File: config.mk
export PLATFORM = sky130hd
export DESIGN_NAME = scan_sequencer
export DESIGN_NICKNAME = d
export VERILOG_FILES = /design/src/rtl/scan_sequencer.sv
export SDC_FILE = /design/constraint.sdc
export NUM_CORES = 1
export LEC_CHECK = 0
export CORE_AREA = 2 2 47 49
export CTS_CLUSTER_DIAMETER = 40
export DETAILED_ROUTE_END_ITERATION = 10
export DIE_AREA = 0 0 49 51
export DONT_BUFFER_PORTS = 1
export MAX_ROUTING_LAYER = met4
export SKIP_LAST_GASP = 1
export SYNTH_ARGS = -nofsm -noshare
export SYNTH_HDL_FRONTEND = slang
export SYNTH_SLANG_ARGS = --single-unit
File: constraint.sdc
create_clock -name clk -period 2.95 [get_ports clk]
set_clock_uncertainty 0.15 [all_clocks]
set_input_delay 0.7375 -clock clk [delete_from_list [all_inputs] [get_ports clk]]
set_output_delay 0.7375 -clock clk [all_outputs]
set_load 0.01 [all_outputs]
File: src/rtl/scan_sequencer.sv
// scan_sequencer: steps a 3-to-8 active-low decoder through channels 0..7.
// Each channel is enabled for DWELL cycles, separated by BLANK cycles with
// enable low. A scan runs once (mode=1) or repeats until stopped (mode=0).
//
// Ports:
//   clk    - single clock, rising edge
//   rst    - synchronous active-high reset
//   start  - begin a scan (sampled only in IDLE)
//   stop   - abort the scan (sampled in any state)
//   mode   - 0 = continuous, 1 = single pass (latched with start)
//   sel    - registered channel select to the decoder
//   enable - registered decoder enable
//   busy   - registered, high while dwelling or blanking
//   done   - registered one-cycle pulse when a single pass completes
module scan_sequencer #(
  parameter int unsigned DWELL = 4,
  parameter int unsigned BLANK = 1
) (
  input  logic       clk,
  input  logic       rst,
  input  logic       start,
  input  logic       stop,
  input  logic       mode,
  output logic [2:0] sel,
  output logic       enable,
  output logic       busy,
  output logic       done
);

  localparam int unsigned CNT_W = 8;
  localparam int unsigned SEL_W = 3;

  // Counter reload values; the counter counts down to zero, so a phase of
  // N cycles loads N-1 on entry.
  localparam logic [CNT_W-1:0] DWELL_RELOAD = CNT_W'(DWELL - 1);
  localparam logic [CNT_W-1:0] BLANK_RELOAD = (BLANK != 0) ? CNT_W'(BLANK - 1) : '0;
  localparam logic [SEL_W-1:0] LAST_CH      = SEL_W'(7);

  typedef enum logic [1:0] {
    ST_IDLE  = 2'd0,
    ST_DWELL = 2'd1,
    ST_BLANK = 2'd2
  } state_t;

  state_t            state_q, state_d;
  logic [CNT_W-1:0]  cnt_q, cnt_d;
  logic              mode_q, mode_d;
  logic [SEL_W-1:0]  sel_d;
  logic              enable_d;
  logic              busy_d;
  logic              done_d;

  // State, counter, latched mode and all outputs are registered here.
  always_ff @(posedge clk) begin
    if (rst) begin
      state_q <= ST_IDLE;
      cnt_q   <= '0;
      mode_q  <= 1'b0;
      sel     <= '0;
      enable  <= 1'b0;
      busy    <= 1'b0;
      done    <= 1'b0;
    end else begin
      state_q <= state_d;
      cnt_q   <= cnt_d;
      mode_q  <= mode_d;
      sel     <= sel_d;
      enable  <= enable_d;
      busy    <= busy_d;
      done    <= done_d;
    end
  end

  // Next-state and next-output logic; outputs are computed one cycle ahead
  // so they appear together with the state they belong to.
  always_comb begin
    state_d  = state_q;
    cnt_d    = cnt_q;
    mode_d   = mode_q;
    sel_d    = sel;
    enable_d = enable;
    busy_d   = busy;
    done_d   = 1'b0;

    case (state_q)
      ST_IDLE: begin
        sel_d    = '0;
        enable_d = 1'b0;
        busy_d   = 1'b0;
        if (start && !stop) begin
          state_d  = ST_DWELL;
          cnt_d    = DWELL_RELOAD;
          mode_d   = mode;
          enable_d = 1'b1;
          busy_d   = 1'b1;
        end
      end

      ST_DWELL: begin
        if (stop) begin
          state_d  = ST_IDLE;
          cnt_d    = '0;
          sel_d    = '0;
          enable_d = 1'b0;
          busy_d   = 1'b0;
        end else if (cnt_q != '0) begin
          cnt_d = cnt_q - CNT_W'(1);
        end else if ((sel == LAST_CH) && mode_q) begin
          // End of a single pass: no blank after the last channel.
          state_d  = ST_IDLE;
          cnt_d    = '0;
          sel_d    = '0;
          enable_d = 1'b0;
          busy_d   = 1'b0;
          done_d   = 1'b1;
        end else if (BLANK != 0) begin
          state_d  = ST_BLANK;
          cnt_d    = BLANK_RELOAD;
          enable_d = 1'b0;
        end else begin
          // Zero blank: move straight to the next channel, enable stays high.
          cnt_d = DWELL_RELOAD;
          sel_d = sel + SEL_W'(1);
        end
      end

      ST_BLANK: begin
        if (stop) begin
          state_d  = ST_IDLE;
          cnt_d    = '0;
          sel_d    = '0;
          enable_d = 1'b0;
          busy_d   = 1'b0;
        end else if (cnt_q != '0) begin
          cnt_d = cnt_q - CNT_W'(1);
        end else begin
          // sel wraps 7 -> 0 in continuous mode by natural overflow.
          state_d  = ST_DWELL;
          cnt_d    = DWELL_RELOAD;
          sel_d    = sel + SEL_W'(1);
          enable_d = 1'b1;
        end
      end

      default: begin
        state_d  = ST_IDLE;
        cnt_d    = '0;
        sel_d    = '0;
        enable_d = 1'b0;
        busy_d   = 1'b0;
      end
    endcase
  end

endmodule
==> impl_metrics.py <==
metrics = {
    "detailed_routing": {
        "drtIter0Drc": 29,
        "vias_per_cell": 5.71,
        "ant_nets": 0,
        "totalWireLength_um": 1860,
        "post-route-drc-count": 0,
        "routedWlPerCell_um": 13.3,
        "vias": 800,
        "firstDrtPassIters": 4,
    },
    "grt": {
        "grt.total_usage_pct": 17.3,
        "grt_overflow": 0,
        "antenna_found_initial": 0,
        "grt_start_max_net_pins": 15,
        "grt_pass1_wl_um": 3180,
        "grt_pass1_vias": 749,
    },
    "layout": {
        "utilization_pct": 46.6,
        "nFillCells": 222,
        "syn_to_final_growth_pct": 3.64,
        "layout-drive-gt1-share_pct": 6.25,
        "fin_nets": 122,
        "final_cells": 140,
        "stdcell_area_um2": 962,
        "regArea_um2": 340,
        "multi_input_area_um2": 538,
        "antenna_cells": 0,
    },
    "setup_path": {
        "worstPathCellList": "inv_1, ha_1, nor3b_1, and2_0, or4_1, o311ai_0",
        "path_delay_family": "simple AND/OR/NAND/NOR gates",
        "worst-path-max-fanout": 8,
        "critPathBufInv": 1,
        "critPathLaunchType": "flop",
        "max_stage_delay_ns": 0.59,
        "startpoint": "cnt_q[0]",
        "rr_startpoint": "cnt_q[0]",
        "critPathKind": "flop to flop",
        "crit_required_ns": 2.97,
        "crit_path_top_delay_cell": "nor3b_1",
        "cp.arrival_ns": 2.21,
        "cp-end-kind": "flop",
    },
    "cts": {
        "cts-root-buf": "clkbuf_4",
        "cts_resized": 0,
        "post-cts-setup-buffers": 0,
        "clockBufferDepth": 2,
        "path_clk_slew_ns": 0.11,
        "cts_tree": "built",
        "clk_latency_ns": 0.29,
        "postCtsHoldBufs": 0,
        "cts_sinks": 17,
        "h-tree-depth": 1,
        "cts_buffers": 3,
    },
    "timing": {
        "max_freq_mhz": 455,
        "finalSetupViolCount": 0,
        "setup_tns_ns": 0,
        "hold_ws_ns": 0.342,
        "rsz0062_at_grt": "false",
        "slew_viol_final": 0,
        "max_slew.worst_pin.slew_ns": 0.716,
        "worst_slew_margin_rel_pct": 52.1,
        "min_period_ns": 2.20,
        "hold_violations": 0,
        "fin_crit_sh_pct": 74.4,
    },
    "logic_synthesis": {
        "synth_warnings": 0,
        "synth_cell_types": 39,
        "synth_compound_area_share_pct": 20.4,
        "synthSimpleGateAreaFrac_pct": 26.4,
        "synth_top_family_by_area": "simple AND/OR/NAND/NOR gates",
        "async_flop_share_pct": 0,
        "synth.mux.area_fraction_pct": 1.08,
        "syn_area_um2": 928,
        "synth_flop_cell": "dfxtp_1",
        "avgSynthCellArea_um2": 8.29,
        "ys_ff_latch": 17,
        "ys_seq_area_share_pct": 36.7,
        "synth-xor-area-share_pct": 4.72,
        "synth-adder-area-share_pct": 5.39,
        "synth_edf_count": 0,
        "synthCells": 112,
        "synth_nets": 121,
    },
    "worst_hold_path": {
        "hold_start": "rst",
        "hold_class": "primary input to flop",
    },
    "placement": {
        "routabilityCongestion": 0.788,
        "place_area_um2": 936,
        "place_hpwl_um": 1360,
        "dp.cells": 136,
        "port_buffers": 0,
    },
    "job": {
        "max-cap-violations": 0,
    },
    "power_and_ir_drop": {
        "p_per_area_nw_per_um2": 569,
        "total_leakage_power_nw": 0.340,
        "vdd_drop_max_uv": 336,
    },
    "status": {
        "status": "finished, final reports clean",
    },
    "floorplan": {
        "coreArea_um2": 2060,
        "fp.dieW_um": 49,
        "die_area_um2": 2500,
        "rows": 17,
        "io_pins": 11,
        "start_util_pct": 45.0,
        "die_y_um": 51,
    },
}
-- stage by stage --
| stage | setup slack, ns | power [mW] |
|---|---|---|
| 5_1_grt | 0.503 | 0.590 |
| 3_3_place_gp | 0.767 | 0.424 |
| 4_1_cts | 0.762 | 0.555 |
| 3_5_place_dp | 0.760 | 0.424 |
| 6_report | 0.754 | 0.548 |
| 2_1_floorplan | 0.828 | 0.397 |
-- path summary, 6_finish.rpt --
kind	end	cells after the start	slack, ns
min	cnt_q[7]	1	0.34
max reg2reg	cnt_q[0]	6	0.75
min reg2reg	cnt_q[7]	2	0.35
max	cnt_q[0]	6	0.75
-- report_power, final --
part	total [mW]	internal, mW	switching [mW]	leakage, nW
Clock	0.128	0.0526	0.0750	0.0150
Combinational	0.152	0.0646	0.0870	0.187
Sequential	0.269	0.247	0.0214	0.139
-- sequential cells by signal, summed over array words and instances (netlist names) --
register  cells
busy          1
mode_q        1
enable        1
cnt_q         8
state_q       2
done          1
sel           3
-- synth_stat cells (all sizes together) (2+ instances only) --
master / count / share of area (%)
dfxtp: 17 / 37
a21oi: 13 / 7.0
nor2: 9 / 3.6
o21ai: 8 / 4.3
nand2: 5 / 2.0
nor3: 5 / 2.7
ha: 4 / 5.4
inv: 4 / 1.6
nand3: 4 / 2.2
xnor2: 4 / 3.8
a211oi: 3 / 2.4
clkbuf: 3 / 1.3
nand2b: 3 / 2.0
nor2b: 3 / 2.0
or3: 3 / 2.0
and2: 2 / 1.5
and3: 2 / 1.3
buf: 2 / 2.4
or4: 2 / 1.8
-- logic make-up (layout without fill, tap and decap cells) --
family                   count (synthesis)  in the layout
buffers and inverters                    9              9
AO/OA/AOI/OAI                           32             32
adder cells (fa/ha/maj)                  4              4
multiplexers                             1              1
flip-flops                              17             17
XOR/XNOR                                 5              5
AND/OR/NAND/NOR                         44             44
-- layer usage --
| layer | vias up | share of wire (%) | GRT usage (%) |
|---|---|---|---|
| met4 | 0 | 3.0 | 12.4 |
| met1 | 363 | 46 | 20.4 |
| met3 | 6 | 5.1 | 4.09 |
| li1 | 409 | - | - |
| met2 | 22 | 46 | 26.0 |
| met5 | - | 0 | - |
-- worst register-to-register path, stage by stage (launching register included) --
cell and delay [ns]:
dfxtp_1 0.37, inv_1 0.09, ha_1 0.13, nor3b_1 0.59, and2_0 0.45, or4_1 0.18, o311ai_0 0.11
-- cell type report --
type                       count  area share (%)
inverter                       4            1.56
clock buffer                   4            2.73
sequential                    17            35.4
multi-input combinational     86            55.9
timing repair buffer           1           0.780
tap                           28            3.64
-- cells in the final DEF, fill, tap and decap left out, types with 2 or more instances in the layout --
| master | synthesis | routed |
|---|---|---|
| dfxtp_1 | 17 | 17 |
| a21oi_1 | 13 | 13 |
| nor2_1 | 9 | 9 |
| o21ai_0 | 7 | 7 |
| nand2_1 | 5 | 5 |
| nor3_1 | 5 | 5 |
| inv_1 | 4 | 4 |
| nand3_1 | 4 | 4 |
| xnor2_1 | 4 | 4 |
| ha_1 | 4 | 4 |
| nand2b_1 | 3 | 3 |
| or3_1 | 3 | 3 |
| a211oi_1 | 3 | 3 |
| nor2b_1 | 3 | 3 |
| clkbuf_4 | 0 | 3 |
| and3_1 | 2 | 2 |
No activity file was read; power rests on OpenSTA's default activity.
